`src/rtl/ws2812_pkg.sv`:
```
// Shared definitions for the ws2812 LED sequencer: colour layout and the
// slot-sequencing state encoding.
package ws2812_pkg;

  // Colour word is {green, red, blue}, 8 bits each.
  localparam int RGB_W = 24;
  localparam int G_LSB = 16;
  localparam int R_LSB = 8;
  localparam int B_LSB = 0;

  typedef enum logic [2:0] {
    IDLE   = 3'd0,
    LOAD   = 3'd1,
    STROBE = 3'd2,
    WAIT   = 3'd3,
    NEXT   = 3'd4
  } seq_state_t;

  // Build a colour word from its three channels.
  function automatic logic [RGB_W-1:0] pack_grb(input logic [7:0] g,
                                                input logic [7:0] r,
                                                input logic [7:0] b);
    return {g, r, b};
  endfunction

endpackage

```
`src/rtl/ws2812_led_sequencer_if.sv`:
```
// Host-side frame loading bus: back-buffer writes and the swap request.
interface ws2812_led_sequencer_if #(
  parameter int ADDR_W = 2
);
  logic              wr_en;
  logic [ADDR_W-1:0] wr_addr;
  logic [23:0]       wr_rgb;
  logic              swap_req;
  logic              swap_pending;

  modport master (
    output wr_en, wr_addr, wr_rgb, swap_req,
    input  swap_pending
  );

  modport slave (
    input  wr_en, wr_addr, wr_rgb, swap_req,
    output swap_pending
  );
endinterface

```
`src/rtl/ws2812_frame_buf.sv`:
```
// Double-banked per-LED colour store. The host writes the back bank, the
// sequencer reads the front bank, and flip exchanges the two roles.
module ws2812_frame_buf
  import ws2812_pkg::*;
#(
  parameter int NUM_LEDS = 4,
  parameter int ADDR_W   = $clog2(NUM_LEDS)
) (
  input  logic                        clk,
  input  logic                        reset,
  input  logic                        wr_en,
  input  logic [ADDR_W-1:0]           wr_addr,
  input  logic [RGB_W-1:0]            wr_rgb,
  input  logic                        flip,
  input  logic [$clog2(NUM_LEDS)-1:0] rd_idx,
  output logic [RGB_W-1:0]            rd_rgb
);

  localparam int IDX_W = $clog2(NUM_LEDS);

  logic [RGB_W-1:0] mem [2][NUM_LEDS];
  logic             front_sel;
  logic             wr_ok_s;
  logic [IDX_W-1:0] wr_slot_s;

  // Out-of-range addresses are dropped rather than aliased onto a real LED.
  assign wr_ok_s   = wr_en && (32'(wr_addr) < 32'(NUM_LEDS));
  assign wr_slot_s = wr_addr[IDX_W-1:0];
  assign rd_rgb    = mem[front_sel][rd_idx];

  // Bank storage and front-bank select; a write coinciding with flip lands in
  // the bank that is about to become the front.
  always_ff @(posedge clk) begin
    if (!reset) begin
      front_sel <= 1'b0;
      for (int b = 0; b < 2; b++) begin
        for (int i = 0; i < NUM_LEDS; i++) begin
          mem[b][i] <= '0;
        end
      end
    end else begin
      if (flip) begin
        front_sel <= ~front_sel;
      end
      if (wr_ok_s) begin
        mem[~front_sel][wr_slot_s] <= wr_rgb;
      end
    end
  end

endmodule

```
`src/rtl/ws2812_led_sequencer.sv`:
```
// Walks the front frame buffer one LED per slot, presenting a one-hot mask,
// its colour and a write strobe to the ws2812 core. Frame swaps requested by
// the host are deferred to the end of the frame being shown.
module ws2812_led_sequencer
  import ws2812_pkg::*;
#(
  parameter int NUM_LEDS    = 4,
  parameter int SLOT_CYCLES = 32768,
  parameter int HOLD_CYCLES = 2,
  parameter int ADDR_W      = $clog2(NUM_LEDS)
) (
  input  logic                    clk,
  input  logic                    reset,
  input  logic                    run,
  ws2812_led_sequencer_if.slave   host,
  output logic                    frame_done,
  output logic [NUM_LEDS-1:0]     led_mask,
  output logic [RGB_W-1:0]        rgb_colour,
  output logic                    write
);

  localparam int IDX_W = $clog2(NUM_LEDS);
  localparam int CNT_W = $clog2(SLOT_CYCLES);
  localparam logic [IDX_W-1:0]    LAST_IDX = IDX_W'(NUM_LEDS - 1);
  localparam logic [CNT_W-1:0]    HOLD_END = CNT_W'(HOLD_CYCLES);
  localparam logic [CNT_W-1:0]    SLOT_END = CNT_W'(SLOT_CYCLES - 1);
  localparam logic [NUM_LEDS-1:0] MASK_ONE = NUM_LEDS'(1);

  seq_state_t       state;
  logic [IDX_W-1:0] idx;
  logic [CNT_W-1:0] cnt;
  logic             swap_pending;
  logic [RGB_W-1:0] rd_rgb;
  logic             last_led_s;
  logic             flip_s;

  // The swap happens in the NEXT cycle that closes a frame; a request arriving
  // in that same cycle is honoured immediately.
  assign last_led_s        = (state == NEXT) && (idx == LAST_IDX);
  assign flip_s            = last_led_s && (swap_pending || host.swap_req);
  assign host.swap_pending = swap_pending;

  ws2812_frame_buf #(
    .NUM_LEDS (NUM_LEDS),
    .ADDR_W   (ADDR_W)
  ) u_frame_buf (
    .clk     (clk),
    .reset   (reset),
    .wr_en   (host.wr_en),
    .wr_addr (host.wr_addr),
    .wr_rgb  (host.wr_rgb),
    .flip    (flip_s),
    .rd_idx  (idx),
    .rd_rgb  (rd_rgb)
  );

  // Swap request latch: set by the host, cleared when the swap is applied.
  always_ff @(posedge clk) begin
    if (!reset) begin
      swap_pending <= 1'b0;
    end else if (flip_s) begin
      swap_pending <= 1'b0;
    end else if (host.swap_req) begin
      swap_pending <= 1'b1;
    end else begin
      swap_pending <= swap_pending;
    end
  end

  // Slot sequencer. LOAD is cycle 0 of a slot, so the counter starts at 1 in
  // the following cycle and WAIT ends on cycle SLOT_CYCLES-1; NEXT adds one.
  always_ff @(posedge clk) begin
    if (!reset) begin
      state      <= IDLE;
      idx        <= '0;
      cnt        <= '0;
      led_mask   <= '0;
      rgb_colour <= '0;
      write      <= 1'b0;
      frame_done <= 1'b0;
    end else begin
      frame_done <= 1'b0;
      case (state)
        IDLE: begin
          write <= 1'b0;
          if (run) begin
            idx   <= '0;
            state <= LOAD;
          end
        end
        LOAD: begin
          led_mask   <= MASK_ONE << idx;
          rgb_colour <= rd_rgb;
          cnt        <= CNT_W'(1);
          state      <= STROBE;
        end
        STROBE: begin
          write <= 1'b1;
          cnt   <= cnt + CNT_W'(1);
          if (cnt == HOLD_END) begin
            state <= WAIT;
          end
        end
        WAIT: begin
          write <= 1'b0;
          if (cnt == SLOT_END) begin
            frame_done <= (idx == LAST_IDX);
            state      <= NEXT;
          end else begin
            cnt <= cnt + CNT_W'(1);
          end
        end
        NEXT: begin
          if (idx != LAST_IDX) begin
            idx   <= idx + IDX_W'(1);
            state <= LOAD;
          end else if (run) begin
            idx   <= '0;
            state <= LOAD;
          end else begin
            state <= IDLE;
          end
        end
        default: begin
          write <= 1'b0;
          state <= IDLE;
        end
      endcase
    end
  end

endmodule
```
`src/flat_wrapper.sv`:
```
// flat-port wrapper written by rule: the top's interface ports become plain ports
module ws2812_led_sequencer_flat import ws2812_pkg::*;
#(
  parameter int NUM_LEDS    = 4,
  parameter int SLOT_CYCLES = 32768,
  parameter int HOLD_CYCLES = 2,
  parameter int ADDR_W      = $clog2(NUM_LEDS)
)
  (clk, reset, run, frame_done, led_mask, rgb_colour, write, host_wr_en, host_wr_addr, host_wr_rgb, host_swap_req, host_swap_pending);
  ws2812_led_sequencer_if #(.ADDR_W(ADDR_W)) host_i ();
  input  logic clk;
  input  logic reset;
  input  logic run;
  output logic frame_done;
  output logic [NUM_LEDS-1:0] led_mask;
  output logic [RGB_W-1:0] rgb_colour;
  output logic write;
  input wire logic [$bits(host_i.wr_en)-1:0] host_wr_en;
  input wire logic [$bits(host_i.wr_addr)-1:0] host_wr_addr;
  input wire logic [$bits(host_i.wr_rgb)-1:0] host_wr_rgb;
  input wire logic [$bits(host_i.swap_req)-1:0] host_swap_req;
  output wire logic [$bits(host_i.swap_pending)-1:0] host_swap_pending;
  assign host_i.wr_en = host_wr_en;
  assign host_i.wr_addr = host_wr_addr;
  assign host_i.wr_rgb = host_wr_rgb;
  assign host_i.swap_req = host_swap_req;
  assign host_swap_pending = host_i.swap_pending;
  ws2812_led_sequencer #(.NUM_LEDS(NUM_LEDS), .SLOT_CYCLES(SLOT_CYCLES), .HOLD_CYCLES(HOLD_CYCLES), .ADDR_W(ADDR_W)) u_core (.clk(clk), .reset(reset), .run(run), .host(host_i), .frame_done(frame_done), .led_mask(led_mask), .rgb_colour(rgb_colour), .write(write));
endmodule
```
`config.mk`:
```
export PLATFORM = sky130hd
export DESIGN_NAME = ws2812_led_sequencer_flat
export DESIGN_NICKNAME = d
export VERILOG_FILES = /design/src/rtl/ws2812_pkg.sv /design/src/rtl/ws2812_led_sequencer_if.sv /design/src/rtl/ws2812_frame_buf.sv /design/src/rtl/ws2812_led_sequencer.sv /design/src/flat_wrapper.sv
export SDC_FILE = /design/constraint.sdc
export NUM_CORES = 1
export LEC_CHECK = 0
export CAP_MARGIN = 0
export CORE_MARGIN = 3
export CORE_UTILIZATION = 59
export DETAILED_ROUTE_END_ITERATION = 6
export GPL_ROUTABILITY_DRIVEN = 0
export PLACE_DENSITY = 0.91
export SLEW_MARGIN = 30
export SYNTH_ARGS = -nofsm -noshare
export SYNTH_HDL_FRONTEND = slang
export SYNTH_SLANG_ARGS = --single-unit
```
`constraint.sdc`:
```
create_clock -name clk -period 4.6 [get_ports clk]
set_input_delay 0.92 -clock clk [delete_from_list [all_inputs] [get_ports clk]]
set_output_delay 0.92 -clock clk [all_outputs]
set_load 0.005 [all_outputs]
```
---- Yosys cells after proc, flatten, opt, wreduce, memory -nomap -nowiden ----
Memory sizes are Yosys's and may differ from the RTL's. A register that Yosys moved wholly into a read port is not among the register bits.
Index checks and enable logic that the tools add are counted.
operators by class
  add/subtract/negate cells ............... 2
  order comparisons ....................... 3
  equality and inequality tests ........... 12
  shift operators ......................... 1
  multiplexer cells ....................... 26
  bitwise operators ....................... 4
  reduce and logical (&&, ||, !) cells .... 13
operators by type and width
  kind                                                               count
  96-bit two-way mux                                                 3
  96-bit OR reduction                                                1
  24-bit two-way mux                                                 3
  24-bit binary-select mux with 2-bit select                         1
  24-bit demux with 2-bit select                                     1
  15-bit case mux with 3 select lines                                1
  15-bit by 1-bit adder with 15-bit output, second input constant    1
  15-bit == test, second input constant                              1
  15-bit by 2-bit == test with 1-bit output, second input constant   1
  15-bit two-way mux                                                 1
  3-bit case mux with 5 select lines                                 1
  3-bit two-way mux                                                  4
  1-bit two-way mux                                                  7
  3-bit by 2-bit == test with 1-bit output, second input constant    2
  3-bit >= comparator, second input constant                         2
  2-bit != test, second input constant                               3
  2-bit inverter with 3-bit output                                   2
  3-bit AND reduction                                                2
  2-bit two-way mux                                                  2
  2-bit by 1-bit != test with 1-bit output, second input constant    2
  2-bit case mux with 2 select lines                                 1
  2-bit OR reduction                                                 2
  1-bit by 2-bit << shifter with 4-bit output, first input constant  1
  3-bit by 1-bit == test with 1-bit output, second input constant    1
  other kinds (12)                                                   15
storage, ports and cells
  register bits ........................... 52
  bits in writable memories ............... 192
  input port bits ......................... 31
  output and inout port bits .............. 31
  logic and storage cells ................. 71
  memories kept ........................... 1
memories
  memory                  words  width  read ports  clocked after Yosys merged registers in  write ports  RTL line                RTL
  u_core.u_frame_buf.mem  2      96     1           1                                        2            ws2812_frame_buf.sv:21  logic [RGB_W-1:0] mem [2][NUM_LEDS];

---- Longest topological paths before layout ----
  depth after elaboration ................. 8
  mapped depth ............................ 7

---- Hierarchy ----
Synthesis repeated with hierarchy kept, for this count alone.
unflattened totals
  cells, all modules ...................... 812
  area, all modules ....................... 10,781.6 um^2
modules (own cells, without submodules)
  module                times used  cells an instance  area each (um^2)  seq. area each (um^2)
  ws2812_frame_buf      1           524                8,435.6           5,805.6
  ws2812_led_sequencer  1           288                2,346.0           1,021.0

---- Worst setup path before layout ----
OpenSTA, ideal clock, no wires.
  kind .................................... input -> register
  start ................................... in reset
  end ..................................... mem u_core.u_frame_buf.mem[0][24] (netlist name) (enable)
  setup time .............................. 0.438 ns
  arrival time ............................ 2.999 ns
  slack ................................... 1.162 ns
  stages .................................. 3
  buffers on the path ..................... 1
  cell sequence ........................... clkbuf_8 nand3_1 o21ai_0
RTL lines
  element             RTL line                RTL
  start: declaration  flat_wrapper.sv:12      input logic reset;
  end: declaration    ws2812_frame_buf.sv:21

==> results.md <==
* Die ar. at 0.0195 mm²
* Slew HR at 0.382
* GRT overflow at 0
* Post-synth EDFFs at 192
* Pleak at 4.23 nW
* Fin. max-slew vios at 0
* CP max FO at 16
* Async set-or-reset flop fraction in the synthesized netlist at 0
* Seq/Total Area, Yosys at 0.649
* Clock skew at 11.0 ps
* Utilization after layout at 0.704
* First-pass GRT wire length at 40.6 mm
* Power density over the cells at 403 mW/mm²
* # port buffers at 61
* Nets at 840
* FMAX at 0.315 GHz
* Prevailing post-synth register cell: edfxtp_1
* Number of global-route vias before repair at 7,082
* Combinational fraction of design power at 0.069
* Drt pass-1 iters at 7
* CP top delay family: buffers and inverters
* DR WL met3 at 2.80 mm
* Initial antenna violation count at 0
* Total routed wirelength at 26.2 mm
* Postcts setup bufs at 0
* Tot GR Track Use at 0.269
* Met1 wire length at 9.49 mm
* Die height at 139 µm
* Syn Area/Cell at 14.1 µm²
* Core area at 0.0174 mm²
* Clk network pwr share at 0.403
* Max_cap viols at 0
* Cell variety after synth at 57
* Syn_nets at 783
* Crit start category: primary input
* Root Buffer: clkbuf_16
* CP Data Required Time at 4780 ps
* Post-route minimum period at 3170 ps
* Via/cell ratio at 6.71
* CTS max path bufs at 3
* TritonCTS clock tree: done
* Slowest-stage cell, CP: clkdlybuf4s50_1
* DP Worst Slack at 1040 ps
* Slowest stage delay, CP at 860 ps
* Most common cell after layout, fill and taps aside: edfxtp_1
* Fin. Hold Viols at 0
* Area grow syn2layout at 16.3%
* Worst setup margin at 1430 ps
* Power, Total at 4.93 mW
* Share of layout cells above drive strength 1 at 0.160
* VDD IR-drop max at 0.315 mV
* Switching Power at 1.08 mW
* Cell Chain, Critical Path: clkdlybuf4s50_1 -> nand3_1 -> nor3_2 -> nand2b_1 -> buf_4
* ANT nets after route at 0
* Final setup fails at 0
* Final Hold Slack at 455 ps
* Seq pwr share at 0.528
* RSZ-0062 raised after global routing: no
* Crit Path Class: in2reg
* WP buf/inv at 2
* Largest net degree at the start of global routing at 53
* Clock transition at the registers of the reported paths at 60 ps
* Starting density of the core at 0.606
* Most frequent cells in the layout: edfxtp_1, and2_1, nand2_1
* DRC violations left at 1
* Chip Width at 139 µm
* Int Power at 3.84 mW
* I/O pin total at 62
* Period utilization at 0.690
* Htree depth at 1
* Failing checks: design-rule violations
* CP endpoint kind: flop
* Total CTS buffers at 24
* Ant diodes at 0
* CP arrival at 3360 ps
* Detail Placement HPWL at 15.8 mm
* Post-route setup TNS at 0 ps
* Transition time of the tightest slew-check pin at 925 ps
* Clk_lat worst skew at 520 ps
* Synth warn at 0
* Sink Count at 245
* #FFs+latches synth at 245
* DR top layer: met4
* FP Rows at 48
* CTS Hold Buffers Added at 0
* Hold WC Path Type: reg2reg
* Outcome: finished with violations
* Post-CTS Resized at 0
* Total number of vias at 7,015
* Met2 routed WL at 13.2 mm
* Drt wl/cell at 25.1 µm
* Gate Count Post-Synth at 746
* Switching power share of the total at 0.220
* Cell area after synthesis at 0.0105 mm²
* Initial detailed-routing violation count at 1,093
==> final timing paths <==
check,startpoint,endpoint,slack [ps],cells past startpoint
setup / recovery,host_wr_en,u_core.u_frame_buf.mem[0][79]$_SDFFCE_PN0P_,1430,5
hold / removal,u_core.led_mask[1]$_SDFFE_PN0P_,u_core.led_mask[1]$_SDFFE_PN0P_,450,2
setup reg to reg,u_core.cnt[0]$_SDFFE_PN0P_,u_core.cnt[13]$_SDFFE_PN0P_,2120,5
hold reg to reg,u_core.led_mask[1]$_SDFFE_PN0P_,u_core.led_mask[1]$_SDFFE_PN0P_,450,2
==> sequential cells by signal (all words and copies together), names as in the netlist, named ones only <==
signal / cells
u_core.u_frame_buf.front_sel: 1
u_core.state: 3
u_core.led_mask: 4
u_core.write: 1
u_core.host.swap_pending: 1
u_core.frame_done: 1
u_core.rgb_colour: 24
u_core.idx: 2
u_core.u_frame_buf.mem: 192
u_core.cnt: 15
==> synth_stat cells, types with 5 or more instances <==
cell	instances	area, µm²
clkbuf_1	35	131
nand2_1	65	244
mux4_2	48	1080
and3_1	25	156
ha_1	6	75.1
o211ai_1	8	60.1
dfxtp_1	53	1060
nand2b_1	6	37.5
nand3_1	7	35.0
nor2_1	17	63.8
edfxtp_1	192	5770
nand4_1	6	37.5
inv_1	14	52.6
a21oi_1	11	55.1
or4_1	8	60.1
o21ai_0	37	185
and2_1	122	763
a31oi_1	26	163
buf_2	5	25.0
==> logic make-up after synthesis <==
family	synth area share
and+or+nand+nor	0.153
muxes	0.104
adders and majority gates	0.00714
buffers and inverters	0.0283
DFF	0.649
xor gates and xnor gates	0.00167
AOI/OAI and AO/OA	0.0571
==> final cells by class <==
type | count | area, µm²
timing repair buffer | 81 | 808
clock buffer | 33 | 684
inverter | 16 | 60.1
sequential | 245 | 6830
multi-input combinational | 435 | 3440
clock inverter | 11 | 120
tap | 225 | 282
fill | 1021 | 5130
==> routing by layer <==
metal  track usage  vias up
met4        0.0803        0
met5             0        -
met2         0.459      568
met1         0.365     3464
li1              -     2911
met3        0.0361       72
==> power by group through the flow <==
stage	sequential, mW	combinational, mW	clock, mW
floorplan	2.62	0.152	0
global placement	2.63	0.301	0
detailed placement	2.64	0.332	0
CTS	2.60	0.337	1.99
global route	2.61	0.360	2.09
finish	2.60	0.339	1.99
==> stage by stage <==
step	cells	area [µm²]
global route	1046	12200
CTS	1045	12200
finish	1046	12200
detailed placement	1001	11400
global placement	999	11300
floorplan	746	10500
==> worst min-delay path, stage by stage, from the launching register on <==
cell     delay, ps
dfxtp_1        310
nand2_1         50
a21oi_1         50
Note: power is estimated with default switching activity, not from simulation.
